--- config.mk ---
export PLATFORM = sky130hd
export DESIGN_NAME = cpu_control
export DESIGN_NICKNAME = d
export VERILOG_FILES = /design/src/rtl/cpu_control_pkg.sv /design/src/rtl/cpu_control_decode.sv /design/src/rtl/cpu_control.sv
export SDC_FILE = /design/constraint.sdc
export NUM_CORES = 1
export LEC_CHECK = 0
export ABC_AREA = 1
export CORE_MARGIN = 5
export CORE_UTILIZATION = 23
export CTS_CLUSTER_SIZE = 16
export DETAILED_ROUTE_END_ITERATION = 12
export HOLD_SLACK_MARGIN = 0.08
export PLACE_DENSITY = 0.53
export SKIP_CTS_REPAIR_TIMING = 1
export SLEW_MARGIN = 25
export SYNTH_ARGS = -nofsm -noshare
export SYNTH_HDL_FRONTEND = slang
export SYNTH_SLANG_ARGS = --single-unit
--- constraint.sdc ---
create_clock -name clk -period 0.8 [get_ports clk]
set_input_delay 0.24 -clock clk [delete_from_list [all_inputs] [get_ports clk]]
set_output_delay 0.24 -clock clk [all_outputs]
set_load 0.02 [all_outputs]
--- src/rtl/cpu_control_pkg.sv ---
// rtl/cpu_control_pkg.sv - RV32I base opcode constants and control bundle type
package cpu_control_pkg;

    localparam int OPC_W = 7;

    localparam logic [OPC_W-1:0] OPC_OP       = 7'b0110011;
    localparam logic [OPC_W-1:0] OPC_OP_IMM   = 7'b0010011;
    localparam logic [OPC_W-1:0] OPC_LOAD     = 7'b0000011;
    localparam logic [OPC_W-1:0] OPC_STORE    = 7'b0100011;
    localparam logic [OPC_W-1:0] OPC_BRANCH   = 7'b1100011;
    localparam logic [OPC_W-1:0] OPC_LUI      = 7'b0110111;
    localparam logic [OPC_W-1:0] OPC_AUIPC    = 7'b0010111;
    localparam logic [OPC_W-1:0] OPC_JAL      = 7'b1101111;
    localparam logic [OPC_W-1:0] OPC_JALR     = 7'b1100111;
    localparam logic [OPC_W-1:0] OPC_MISC_MEM = 7'b0001111;
    localparam logic [OPC_W-1:0] OPC_SYSTEM   = 7'b1110011;

    typedef struct packed {
        logic branch;
        logic wb;
        logic jal;
        logic reg_write;
        logic reg_wirte_mux;
        logic mem_write;
        logic alu_input_mux;
        logic store;
        logic i_type;
        logic s_type;
        logic b_type;
        logic u_type;
        logic j_type;
    } ctrl_t;

    localparam ctrl_t CTRL_NOP = '0;

endpackage

--- src/rtl/cpu_control_decode.sv ---
// rtl/cpu_control_decode.sv - combinational opcode to control bundle table
module cpu_control_decode
    import cpu_control_pkg::*;
(
    input  logic [OPC_W-1:0] opcode,
    output ctrl_t            ctrl
);

    always_comb begin
        ctrl = CTRL_NOP;
        unique case (opcode)
            OPC_OP: begin
                ctrl.reg_write = 1'b1;
            end
            OPC_OP_IMM: begin
                ctrl.reg_write     = 1'b1;
                ctrl.alu_input_mux = 1'b1;
                ctrl.i_type        = 1'b1;
            end
            OPC_LOAD: begin
                ctrl.reg_write     = 1'b1;
                ctrl.wb            = 1'b1;
                ctrl.alu_input_mux = 1'b1;
                ctrl.i_type        = 1'b1;
            end
            OPC_STORE: begin
                ctrl.mem_write     = 1'b1;
                ctrl.store         = 1'b1;
                ctrl.alu_input_mux = 1'b1;
                ctrl.s_type        = 1'b1;
            end
            OPC_BRANCH: begin
                ctrl.branch = 1'b1;
                ctrl.b_type = 1'b1;
            end
            OPC_LUI, OPC_AUIPC: begin
                ctrl.reg_write     = 1'b1;
                ctrl.alu_input_mux = 1'b1;
                ctrl.u_type        = 1'b1;
            end
            OPC_JAL: begin
                ctrl.jal           = 1'b1;
                ctrl.reg_write     = 1'b1;
                ctrl.reg_wirte_mux = 1'b1;
                ctrl.j_type        = 1'b1;
            end
            OPC_JALR: begin
                ctrl.jal           = 1'b1;
                ctrl.reg_write     = 1'b1;
                ctrl.reg_wirte_mux = 1'b1;
                ctrl.alu_input_mux = 1'b1;
                ctrl.i_type        = 1'b1;
            end
            // MISC-MEM, SYSTEM and every unrecognised encoding decode as NOP
            default: ctrl = CTRL_NOP;
        endcase
    end

endmodule

--- src/rtl/cpu_control.sv ---
// rtl/cpu_control.sv - registered RV32I main decoder with synchronous clear
module cpu_control
    import cpu_control_pkg::*;
#(
    parameter int OPCODE_W = 7
) (
    input  logic                clk,
    input  logic                rst,
    input  logic [OPCODE_W-1:0] opcode,
    output logic                branch,
    output logic                WB,
    output logic                jal,
    output logic                reg_write,
    output logic                reg_wirte_mux,
    output logic                mem_write,
    output logic                alu_input_mux,
    output logic                store,
    output logic                I_type,
    output logic                S_type,
    output logic                B_type,
    output logic                U_type,
    output logic                J_type
);

    ctrl_t ctrl_d;
    ctrl_t ctrl_q;

    cpu_control_decode u_decode (
        .opcode (opcode),
        .ctrl   (ctrl_d)
    );

    always_ff @(posedge clk) begin
        if (rst) begin
            ctrl_q <= CTRL_NOP;
        end else begin
            ctrl_q <= ctrl_d;
        end
    end

    assign branch        = ctrl_q.branch;
    assign WB            = ctrl_q.wb;
    assign jal           = ctrl_q.jal;
    assign reg_write     = ctrl_q.reg_write;
    assign reg_wirte_mux = ctrl_q.reg_wirte_mux;
    assign mem_write     = ctrl_q.mem_write;
    assign alu_input_mux = ctrl_q.alu_input_mux;
    assign store         = ctrl_q.store;
    assign I_type        = ctrl_q.i_type;
    assign S_type        = ctrl_q.s_type;
    assign B_type        = ctrl_q.b_type;
    assign U_type        = ctrl_q.u_type;
    assign J_type        = ctrl_q.j_type;

endmodule

==> metrics.md <==
| Metric | Value |
|---|---|
| Status | complete, but fails checks |
| Violated checks | negative setup slack |
| Post-synthesis sequential area ratio | 0.417 |
| Synthesized area | 432 µm² |
| Critical Path AT | 0.71 ns |
| Setup CP Type | reg2out |
| DIE AREA | between 0.002 and 0.003 mm² |
| Buffers plus inverters on the worst setup path | 1 |
| P per Cell Area | between 1000 and 1500 mW/mm² |
| RSZ-0062 raised after global routing | yes |
| CP Cell Sequence | buf_4 |
| Largest net degree at the start of global routing | 8 |
| Worst slack at placement | -0.558 ns |
| Leading area contributor after synthesis | dfxtp_1 |
| Ys Warns | 0 |
| Residual DRC count | 0 |
| Slew Limit Fails | 0 |
| Min Tclk post-route | approximately 0.95 ns |
| Post-route cell area | between 700 and 800 µm² |
| Initial DRC Count | 3 |
| Tightest Pin Transition | 0.317 ns |
| Gr ovfl total | 0 |
| Headroom to the max-slew limit | 0.788 |
| Number of synthesized flops with an enable pin | 0 |
| Post-synth top area share | 0.417 |
| CP required | 0.56 ns |
| Vias per inst | 3.75 |
| Critical path launch point type | flop |
| Setup TNS Final | -1.74 ns |
| First-pass GRT wire length | 1370 µm |
| Crit path max-delay family | flip-flops |
| Register area | 191 µm² |
| Count leader, synth | nand2_1 |
| Max FO, Critical Path | 3 |
| H-tree Lvls | 1 |
| Die width | 53.3 µm |
| Post-placement cell area | 654 µm² |
| Fill count | 196 |
| GRT Total Usage | 0.0674 |
| DRT Wirelength | 862 µm |
| Post-route setup slack | -0.154 ns |
| Synthesized instance count | 56 |
| Gpl congestion | 0.679 |
| Total leakage power | 0.375 nW |
| DR WL/cell | 8.37 µm |
| Nature of the critical path endpoint | output port |
| Commonest cells post-synth | nand2_1 (11), dfxtp_1 (9), nand2_2 (7), nor2_1 (6), inv_2 (5) |
| FF+latch count, synth | 9 |
| CTS tree | done |
| Dpl hpwl | 727 µm |
| DRT Pass-1 Iters | 4 |
| Hold depth | 3 |
| Initial Utilization | 0.245 |
| Final-stage net count | between 80 and 90 |
| Cts bufs inserted | 3 |
| Vias in the first global route | 358 |
| Largest vdd supply drop | roughly 0.32 mV |
| ANT nets after route | 0 |
| Antenna violations before repair | 0 |
| Syn Area/Cell | 7.71 µm² |
| Async set-reset flop share out of synthesis | 0 |
| Hold Fails Final Rpt | 0 |
| Total power draw | 915 µW |
| Syn nets | 65 |
| Core box area | 0.00176 mm² |
| Area Growth Syn to Fin | 64.9% |
| Crit. path cell count | 1 |
| # clock sinks | 9 |
| Die Height | 53.3 µm |
| Netlist cell types | 14 |
| Max incr delay on CP | approximately 0.32 ns |
| Worst-path clk slew | about 0.06 ns |
| Hold crit path type | in2reg |
| PortBufs | 21 |
| Max-Cap Viols | 0 |
| Ys flop type | dfxtp_1 |
| Final Core Density | 0.404 |
| Bufs on Longest Clock Path | 2 |
| Setup violators final | 13 |
| Boundary pin count | 22 |
| Diode count | 0 |
| Fmax | 1050 MHz |
| Vias post-DR | between 300 and 400 |
| Footprint of the multi-input gates | 220 µm² |
| Cell Rows | 15 |
| Final Cycle Share | 1.19 |
| Dominant cells by area after synthesis | dfxtp_1 (42%), nand2_2 (10%), nand2_1 (9.6%) |
| Crit-path slowest cell | dfxtp_2 |
| Layout cells sized above 1 | 0.705 |
| Root Buffer | clkbuf_4 |
-- cell families after synthesis --
| family | count (synthesis) | synth area share |
|---|---|---|
| DFF | 9 | 0.417 |
| buffers and inverters | 12 | 0.139 |
| and+or+nand+nor | 34 | 0.432 |
| AOI/OAI and AO/OA | 1 | 0.0116 |
-- stage by stage --
stage          instances  hold WS [ns]
2_1_floorplan         56         0.302
3_3_place_gp          99         0.848
3_5_place_dp          99         0.858
4_1_cts              103         0.592
5_1_grt              103         0.276
6_report             103         0.264
-- flip-flops by register name, summed over array words and instances (netlist names) --
name           count
reg_wirte_mux      1
I_type             1
U_type             1
reg_write          1
J_type             1
alu_input_mux      1
B_type             1
S_type             1
WB                 1
-- final timing paths --
| check | from | endpoint | slack (ns) |
|---|---|---|---|
| setup / recovery | S_type$_SDFF_PP0_ | mem_write | -0.15 |
| hold / removal | opcode[3] | J_type$_SDFF_PP0_ | 0.26 |
-- report_power, final --
part | switching, mW | internal [mW]
clock | 0.139 | 0.191
sequential | 0.00176 | 0.453
combinational | 0.0754 | 0.0547
-- layout make-up --
class,count,share of cell area
clock buffers,4,0.0369
inverters,8,0.0422
multi-input cells,35,0.309
flip-flops and latches,9,0.269
well taps,25,0.0439
repair buffers,22,0.299
-- cell usage in the layout (no fill, tap or decap) --
cell type	instances
nand3_2	1
nand2_1	7
buf_4	4
nand2_4	2
clkbuf_2	4
nor4_1	1
nand2_2	9
nand3_1	1
nor3_1	1
clkbuf_1	1
nor2_2	3
nor4_2	1
a21oi_1	1
dfxtp_2	9
nor2_1	5
inv_2	6
dlymetal6s2s_1	4
nor2_4	3
clkbuf_4	3
buf_6	10
inv_1	2
-- routing by layer --
layer,vias up,global-route usage,routed length (µm)
met1,155,0.0886,387
met2,18,0.0918,368
met3,2,0.0169,88
met4,0,0.0511,19
met5,-,0,0
li1,211,-,-
(Power assumes the default switching activity.)
